### src/rtl/pueo_thresh_pkg.sv
// Shared definitions for the dual-beam threshold servo: FSM states, widths,
// threshold-CE encodings and the power-on threshold.
package pueo_thresh_pkg;

  localparam int THRESH_BITS = 18;

  localparam logic [1:0] CE_A = 2'b10;
  localparam logic [1:0] CE_B = 2'b01;

  localparam logic [THRESH_BITS-1:0] THRESH_SAFE = 18'h3FFFF;

  typedef enum logic [2:0] {
    IDLE,
    EVAL,
    LOAD_A,
    LOAD_B,
    UPDATE,
    RUN
  } state_t;

endpackage

### src/rtl/thresh_step_sat.sv
// Combinational compare-and-step: moves a threshold by one step toward the
// target trigger count, saturating at zero and at full scale.
module thresh_step_sat #(
  parameter int THRESH_BITS = 18,
  parameter int COUNT_BITS  = 17
) (
  input  logic [THRESH_BITS-1:0] thresh,
  input  logic [COUNT_BITS-1:0]  count,
  input  logic [COUNT_BITS-1:0]  target,
  input  logic [THRESH_BITS-1:0] step,
  output logic [THRESH_BITS-1:0] next_thresh
);

  logic [THRESH_BITS:0] sum;

  assign sum = {1'b0, thresh} + {1'b0, step};

  always_comb begin
    next_thresh = thresh;
    if (count > target) begin
      next_thresh = sum[THRESH_BITS] ? '1 : sum[THRESH_BITS-1:0];
    end else if (count < target) begin
      next_thresh = (thresh < step) ? '0 : thresh - step;
    end
  end

endmodule

### src/rtl/dual_beam_thresh_servo.sv
// Closed-loop threshold servo: counts per-beam triggers over a fixed window,
// steps each beam threshold toward the target rate and reloads the beamformer.
module dual_beam_thresh_servo #(
  parameter int THRESH_BITS   = pueo_thresh_pkg::THRESH_BITS,
  parameter int WINDOW_CYCLES = 65536,
  parameter int COUNT_BITS    = 17,
  parameter int STEP          = 16
) (
  input  logic                   clk_i,
  input  logic                   rst_i,
  input  logic [1:0]             trigger_i,
  input  logic                   enable_i,
  input  logic [THRESH_BITS-1:0] init_thresh_i,
  input  logic [COUNT_BITS-1:0]  target_i,
  output logic [THRESH_BITS-1:0] thresh_o,
  output logic [1:0]             thresh_ce_o,
  output logic                   update_o,
  output logic [THRESH_BITS-1:0] thresh_a_o,
  output logic [THRESH_BITS-1:0] thresh_b_o,
  output logic                   busy_o
);
  import pueo_thresh_pkg::*;

  localparam int WIN_BITS = $clog2(WINDOW_CYCLES);
  localparam logic [WIN_BITS-1:0]   WIN_LAST = WIN_BITS'(WINDOW_CYCLES - 1);
  localparam logic [COUNT_BITS-1:0] CNT_MAX  = '1;

  state_t state_reg, state_next;
  logic [WIN_BITS-1:0]    win_reg;
  logic                   run_reg, abort_reg;
  logic                   counting, win_last;
  logic [THRESH_BITS-1:0] thresh_reg;
  logic [1:0]             ce_reg;
  logic                   update_reg;
  // Index 1 = beam A, index 0 = beam B, matching trigger_i bit order.
  logic [1:0][THRESH_BITS-1:0] thr_q, thr_nxt;

  // Counting starts with the first RUN cycle and then stays gap-free through
  // EVAL and the load states until the servo returns to IDLE.
  assign counting = (state_reg == RUN) || run_reg;
  assign win_last = counting && (win_reg == WIN_LAST);

  always_comb begin
    state_next = state_reg;
    case (state_reg)
      IDLE:    if (enable_i) state_next = LOAD_A;
      RUN:     if (!enable_i) state_next = IDLE;
               else if (win_last) state_next = EVAL;
      EVAL:    state_next = LOAD_A;
      LOAD_A:  state_next = LOAD_B;
      LOAD_B:  state_next = UPDATE;
      UPDATE:  state_next = (abort_reg || !enable_i) ? IDLE : RUN;
      default: state_next = IDLE;
    endcase
  end

  always_ff @(posedge clk_i or posedge rst_i) begin
    if (rst_i) begin
      state_reg <= IDLE;
      win_reg   <= '0;
      run_reg   <= 1'b0;
      abort_reg <= 1'b0;
    end else begin
      state_reg <= state_next;
      if (state_next == IDLE) begin
        win_reg   <= '0;
        run_reg   <= 1'b0;
        abort_reg <= 1'b0;
      end else begin
        if (counting) win_reg <= win_last ? '0 : win_reg + WIN_BITS'(1);
        run_reg   <= run_reg || (state_reg == RUN);
        abort_reg <= abort_reg || (!enable_i && state_reg inside {EVAL, LOAD_A, LOAD_B});
      end
    end
  end

  for (genvar gi = 0; gi < 2; gi++) begin : g_beam
    logic [COUNT_BITS-1:0]  cnt_reg, snap_reg, cnt_inc;
    logic [THRESH_BITS-1:0] thr_reg, thr_step, thr_next;

    assign cnt_inc = (cnt_reg == CNT_MAX) ? CNT_MAX : cnt_reg + COUNT_BITS'(trigger_i[gi]);

    thresh_step_sat #(
      .THRESH_BITS (THRESH_BITS),
      .COUNT_BITS  (COUNT_BITS)
    ) u_step (
      .thresh      (thr_reg),
      .count       (snap_reg),
      .target      (target_i),
      .step        (THRESH_BITS'(STEP)),
      .next_thresh (thr_step)
    );

    always_comb begin
      thr_next = thr_reg;
      if (state_reg == IDLE && enable_i) thr_next = init_thresh_i;
      else if (state_reg == EVAL)        thr_next = thr_step;
    end

    always_ff @(posedge clk_i or posedge rst_i) begin
      if (rst_i) begin
        cnt_reg  <= '0;
        snap_reg <= '0;
        thr_reg  <= THRESH_BITS'(THRESH_SAFE);
      end else begin
        thr_reg <= thr_next;
        if (state_next == IDLE) begin
          cnt_reg <= '0;
        end else if (counting) begin
          cnt_reg <= win_last ? '0 : cnt_inc;
          if (win_last) snap_reg <= cnt_inc;
        end
      end
    end

    assign thr_q[gi]   = thr_reg;
    assign thr_nxt[gi] = thr_next;
  end

  // Load-interface outputs are registered off the next state so they line up
  // with the state they belong to.
  always_ff @(posedge clk_i or posedge rst_i) begin
    if (rst_i) begin
      thresh_reg <= '0;
      ce_reg     <= '0;
      update_reg <= 1'b0;
    end else begin
      ce_reg     <= '0;
      update_reg <= 1'b0;
      case (state_next)
        LOAD_A: begin
          thresh_reg <= thr_nxt[1];
          ce_reg     <= CE_A;
        end
        LOAD_B: begin
          thresh_reg <= thr_q[0];
          ce_reg     <= CE_B;
        end
        UPDATE:  update_reg <= 1'b1;
        default: ;
      endcase
    end
  end

  assign thresh_o    = thresh_reg;
  assign thresh_ce_o = ce_reg;
  assign update_o    = update_reg;
  assign thresh_a_o  = thr_q[1];
  assign thresh_b_o  = thr_q[0];
  assign busy_o      = (state_reg != IDLE);

endmodule

### config.mk
export PLATFORM = sky130hd
export DESIGN_NAME = dual_beam_thresh_servo
export DESIGN_NICKNAME = d
export VERILOG_FILES = /design/src/rtl/pueo_thresh_pkg.sv /design/src/rtl/thresh_step_sat.sv /design/src/rtl/dual_beam_thresh_servo.sv
export SDC_FILE = /design/constraint.sdc
export NUM_CORES = 1
export LEC_CHECK = 0
export BUFFER_PORTS_ARGS = -buffer_cell sky130_fd_sc_hd__buf_4
export CAP_MARGIN = 10
export CORE_UTILIZATION = 25
export DETAILED_ROUTE_END_ITERATION = 8
export PLACE_DENSITY_LB_ADDON = 0.05
export SYNTH_ARGS = -nofsm -noshare
export SYNTH_HDL_FRONTEND = slang
export SYNTH_SLANG_ARGS = --single-unit
### constraint.sdc
create_clock -name clk_i -period 9.1 [get_ports clk_i]
set_input_delay 2.73 -clock clk_i [delete_from_list [all_inputs] [get_ports clk_i]]
set_output_delay 2.73 -clock clk_i [all_outputs]
set_load 0.01 [all_outputs]
## After elaboration in Yosys (flattened, before gate mapping)

Index checks and enable logic that the tools add are counted.

| operators by class | value |
|---|---|
| multiply operators | 0 |
| bitwise operators | 1 |
| multiplexer cells | 33 |
| add/sub/neg operators | 7 |
| $lt $le $gt $ge | 6 |
| div/mod/pow operators | 0 |
| equality and inequality tests | 11 |
| reductions and logical operators | 17 |
| shift-type cells | 0 |

Operators by type and width:

| cell | count |
|---|---|
| $mux W18 | 12 |
| $mux W17 | 8 |
| $mux W16 | 3 |
| $add A18 B5 Y19 const B | 2 |
| $lt A18 B5 Y1 const B | 2 |
| $pmux W18 S2 | 1 |
| $sub A18 B5 Y18 const B | 2 |
| $add A17 B1 Y17 | 2 |
| $eq A17 B17 Y1 const B | 2 |
| $gt A17 B17 Y1 | 2 |
| $lt A17 B17 Y1 | 2 |
| $pmux W3 S6 | 1 |
| $add A16 B1 Y16 const B | 1 |
| $eq A16 B16 Y1 const B | 1 |
| $eq A3 B2 Y1 const B | 4 |
| $mux W3 | 4 |
| $eq A3 B3 Y1 const B | 3 |
| $reduce_bool A3 Y1 | 3 |
| $logic_not A3 Y1 | 2 |
| $reduce_bool A2 Y1 | 3 |
| $pmux W2 S2 | 1 |
| $eq A3 B1 Y1 const B | 1 |
| $logic_and A1 B1 Y1 | 3 |
| $logic_or A1 B1 Y1 | 3 |
| other kinds (5) | 7 |

| storage, ports and cells | value |
|---|---|
| bits in read-only memories | 0 |
| bits in writable memories | 0 |
| bits in registers | 146 |
| output and inout port bits | 58 |
| bits in latches | 0 |
| memories kept | 0 |

## Logic depth before layout (Yosys ltp)

| depth | value |
|---|---|
| depth in word-level cells | 9 |
| depth in mapped cells | 10 |
| gate-level depth less buffers | 9 |

## Cells and area by module

A second synthesis with hierarchy kept.

| unflattened totals | value |
|---|---|
| cells, all modules | 1546 |
| area total of the unflattened synthesis | 12515.8 um^2 |

By module, submodules not included:

| module | times used | area an instance (um^2) | sequential area each (um^2) | cells an instance |
|---|---|---|---|---|
| dual_beam_thresh_servo | 1 | 7188.1 | 3698.5 | 752 |
| thresh_step_sat (g_beam[1].u_step) | 1 | 2743.9 | 0.0 | 414 |
| thresh_step_sat (g_beam[0].u_step) | 1 | 2583.7 | 0.0 | 380 |

## Worst setup path after synthesis

No wires, ideal clock.

| timing | value |
|---|---|
| path kind | input -> register |
| from | input target_i[12] |
| to | register g_beam[0].thr_reg[6] (netlist: thresh_b_o[6]) |
| cell stages on the path | 10 |
| buffers on the path | 1 |
| slack | 4191 ps |
| data arrival time | 4827 ps |
| data required time | 9017 ps |
| cell sequence | inv_1 -> ha_1 -> nand4_1 -> or4_4 -> o21ai_4 -> a21o_1 -> buf_2 -> mux2_2 -> o2111ai_1 -> nand2_1 |

| on the way | value |
|---|---|
| longest elaborated chain between the ends | 4 |

RTL lines:

| what | RTL line | text |
|---|---|---|
| start, declared | dual_beam_thresh_servo.sv:14 | `input logic [COUNT_BITS-1:0] target_i,` |
| $gt A17 B17 Y1 | thresh_step_sat.sv:20 | `if (count > target) begin` |
| $mux W18 | thresh_step_sat.sv:20 |  |
| $mux W18 | dual_beam_thresh_servo.sv:97 | `else if (state_reg == EVAL) thr_next = thr_step;` |
| $mux W18 | dual_beam_thresh_servo.sv:96 | `if (state_reg == IDLE && enable_i) thr_next = init_thresh_i;` |
| end signal, assigned | dual_beam_thresh_servo.sv:104 | `thr_reg <= THRESH_BITS'(THRESH_SAFE);` |
| end signal, assigned | dual_beam_thresh_servo.sv:106 | `thr_reg <= thr_next;` |
| end, declared | dual_beam_thresh_servo.sv:79 | `logic [THRESH_BITS-1:0] thr_reg, thr_step, thr_next;` |

Several ways; a longest one is shown, not always the timed one. The select of a mux whose other input is x is not followed.
A chain may end at the register's enable or synchronous reset.

## Worst setup path in the final report

| timing | value |
|---|---|
| from | input target_i[9] |
| to | register thresh_reg[13] (netlist: thresh_o[13]) |

| on the way | value |
|---|---|
| longest elaborated chain between the ends | 6 |

RTL lines:

| what | RTL line | text |
|---|---|---|
| $lt A17 B17 Y1 | thresh_step_sat.sv:22 | `end else if (count < target) begin` |
| $mux W18 | thresh_step_sat.sv:22 |  |
| $mux W18 (*) | thresh_step_sat.sv:20 |  |
| $mux W18 (*) | dual_beam_thresh_servo.sv:97 |  |
| $mux W18 (*) | dual_beam_thresh_servo.sv:96 |  |
| $pmux W18 S2 (*) | dual_beam_thresh_servo.sv:130 | `case (state_next)` |
| end signal, assigned | dual_beam_thresh_servo.sv:132 | `thresh_reg <= thr_nxt[1];` |
| end signal, assigned | dual_beam_thresh_servo.sv:136 | `thresh_reg <= thr_q[0];` |
| end, declared | dual_beam_thresh_servo.sv:32 | `logic [THRESH_BITS-1:0] thresh_reg;` |

Every way passes the cells marked *; elsewhere a longest branch is shown, timed or not.

==> metrics.txt <==
EDFF count, synth 0; total grt overflow 0; Synth area leader dfrtp_1; Startpoint Class primary input; worst slew pin tran between 1000 and 1500 ps; Cell Area, Synth ~0.0094 sq mm; CP arrival approximately 5700 ps; Final Wtd Congestion ~0.82; Hold Violations, Final 0; Critical-path top delay cell nor2_1; area of the multi-input gates about 0.0052 sq mm; Max Freq roughly 180 MHz; Worst Hold Class reg2reg; number of buffers created by CTS 17; Netlist cell types 78; Area contributors post-synth dfrtp_1 (29%), dfstp_2 (10%), ha_1 (5.7%); Clock Latency Late Sink between 400 and 500 ps; CTS Buffer Depth 2; drt initial violations 616; CP required ~9400 ps; Worst R2R Path Depth 8; min Tclk post-route roughly 5400 ps; Main synth FF type dfrtp_1; Avg WL per Cell between 20 and 25 um; # Max-Cap Violations 0; hold depth 2; Yosys top cell area share slightly below 30%; Hold Buf Count CTS 0; final slew viol count 0; most frequent cells after synthesis nand2_1 (123), dfrtp_1 (110), nor2_1 (103); Async SR Flop Fraction 100%; clock sinks around 150; Final setup viols 0; Initial DRT Pass Iterations 5; Top Ports about 100; initial antenna violation count 0; vias in the first global route roughly 8.7k; Syn Inst Count 1113; crit-path cells buf_4 -> inv_1 -> ha_1 -> o21a_1 -> o2111ai_2 -> o221ai_1 -> nor2_1 -> a21oi_2 -> a32oi_1 -> nand3_1; element type at the critical path end register; fin nets between 1k and 1.5k; via count roughly 8.8k; share of cells above drive strength 1 about 17%; # fillers 3932; clk slew on worst S/H paths 70 ps; RSZ-0062 raised after global routing false; WL met2 16700 um; port buffer count 97; Util after Layout 30.3%; first-pass GRT wire length 55100 um; count leader, synth nand2_1; Synth Warn # 0; Register Area about 0.0037 sq mm; Site Rows 70; WL final 35100 um; period utilisation layout between 50% and 60%; average footprint of a synthesized cell approximately 8.4 sq um; R2R Setup Slk about 5700 ps; post-CTS sizing 0; Setup WS post-layout between 3000 and 4000 ps; outcome finished, final reports clean; sequential-to-total area share from yosys stat about two fifths; # DRC 0; pre-CTS WS approximately 3300 ps; largest stage delay on the critical path about 800 ps; maximum VDD drop about 130 uV; Final ANT Viol Nets 0; initial core utilization 25.5%; wire length on met3 approximately 1100 um; Rel. slew slack 25.8%; vias per cell between 5 and 6; DIE WIDTH around 200 um; setup TNS 0 ps; chip height around 200 um; Yosys reg bits ~150; WL met1 ~17000 um; largest fanout on the critical path 13; DR top layer met4; syn_nets between 1k and 1.5k; Layout Skew between 10 and 15 ps; H-tree depth 4; Tot GR Track Use between 10% and 20%; pwr/cell area around 290 mW/mm^2; leakage power between 4 and 5 nW; Synth-to-Final Area Change 18.6%; clock root buffer master clkbuf_16; die area between 0.03 and 0.04 sq mm; CTS tree yes; antenna cells 0; kind of critical path in2reg; largest net degree at the start of global routing 100; setup bufs post-CTS 0; Core Region around 0.037 sq mm; Post-DP HPWL between 20000 and 30000 um
==> per-layer routing <==
| layer | up-vias | GRT usage, % |
|---|---|---|
| li1 | 4178 | - |
| met1 | 4373 | 25.5 |
| met2 | 184 | 31.5 |
| met3 | 22 | 2.92 |
| met4 | 0 | 4.25 |
| met5 | - | 0 |
==> layout by cell type, fill, tap and decap left out, types with 10 or more instances in the layout <==
master / netlist / routed
nor3_1: 39 / 37
nand3_1: 56 / 56
and3_1: 19 / 19
nand4_1: 30 / 30
nand2_1: 123 / 123
a21o_1: 11 / 11
a21oi_1: 61 / 61
inv_1: 54 / 53
a31oi_1: 25 / 25
ha_1: 43 / 43
o31ai_1: 10 / 10
xnor2_1: 24 / 24
a22o_1: 10 / 10
a221o_1: 10 / 10
nor2_1: 103 / 102
clkbuf_16: 0 / 17
o21ai_0: 93 / 93
dfstp_2: 36 / 36
buf_4: 0 / 109
xor2_1: 15 / 15
dfrtp_1: 110 / 110
==> area by class of cell <==
class	instances	share of cell area, %
Sequential cell	146	33.2
Clock buffer	20	4.10
Tap cell	468	5.26
Multi-Input combinational cell	844	46.9
Inverter	55	1.90
Timing Repair Buffer	109	7.35
Clock inverter	10	1.20
==> metrics by stage <==
step | hold WS, ps | cells | total power [mW] | area [sq um]
final | 498 | 1652 | 3.20 | 11100
after global routing | 524 | 1652 | 3.43 | 11100
after CTS | 492 | 1652 | 3.24 | 11100
after detailed placement | 483 | 1622 | 2.48 | 10500
after global placement | 483 | 1622 | 2.49 | 10500
after floorplan | 451 | 1113 | 1.86 | 9390
==> kinds of logic (layout without fill, tap and decap cells) <==
logic type | count (synthesis) | after routing | synth area share (%)
compound gates | 311 | 311 | 22.1
mux | 5 | 5 | 0.680
xor+xnor | 39 | 39 | 3.64
buf+inv | 123 | 194 | 5.17
fa+ha+maj | 43 | 43 | 5.73
flops | 146 | 146 | 39.4
simple gates | 446 | 446 | 23.3
==> final timing paths <==
kind                             start                     end
setup / recovery           target_i[9]            thresh_o[13]
hold / removal             win_reg[11]             win_reg[11]
setup reg to reg            win_reg[0]  g_beam[0].snap_reg[11]
hold reg to reg            win_reg[11]             win_reg[11]
max in group asynchronous        rst_i    g_beam[0].cnt_reg[6]
min in group asynchronous        rst_i               abort_reg
==> where the power goes <==
part	internal (mW)	leakage, nW	switching (mW)
Combinational	0.520	2.62	0.782
Clock	0.442	0.288	0.307
Sequential	0.857	1.87	0.290
==> critical path, delay by kind of cell <==
kind | cells | cell delay, ps
fa+ha+maj | 1 | 290
simple gates | 2 | 900
buf+inv | 2 | 210
compound gates | 5 | 1590
(Power assumes the default switching activity.)
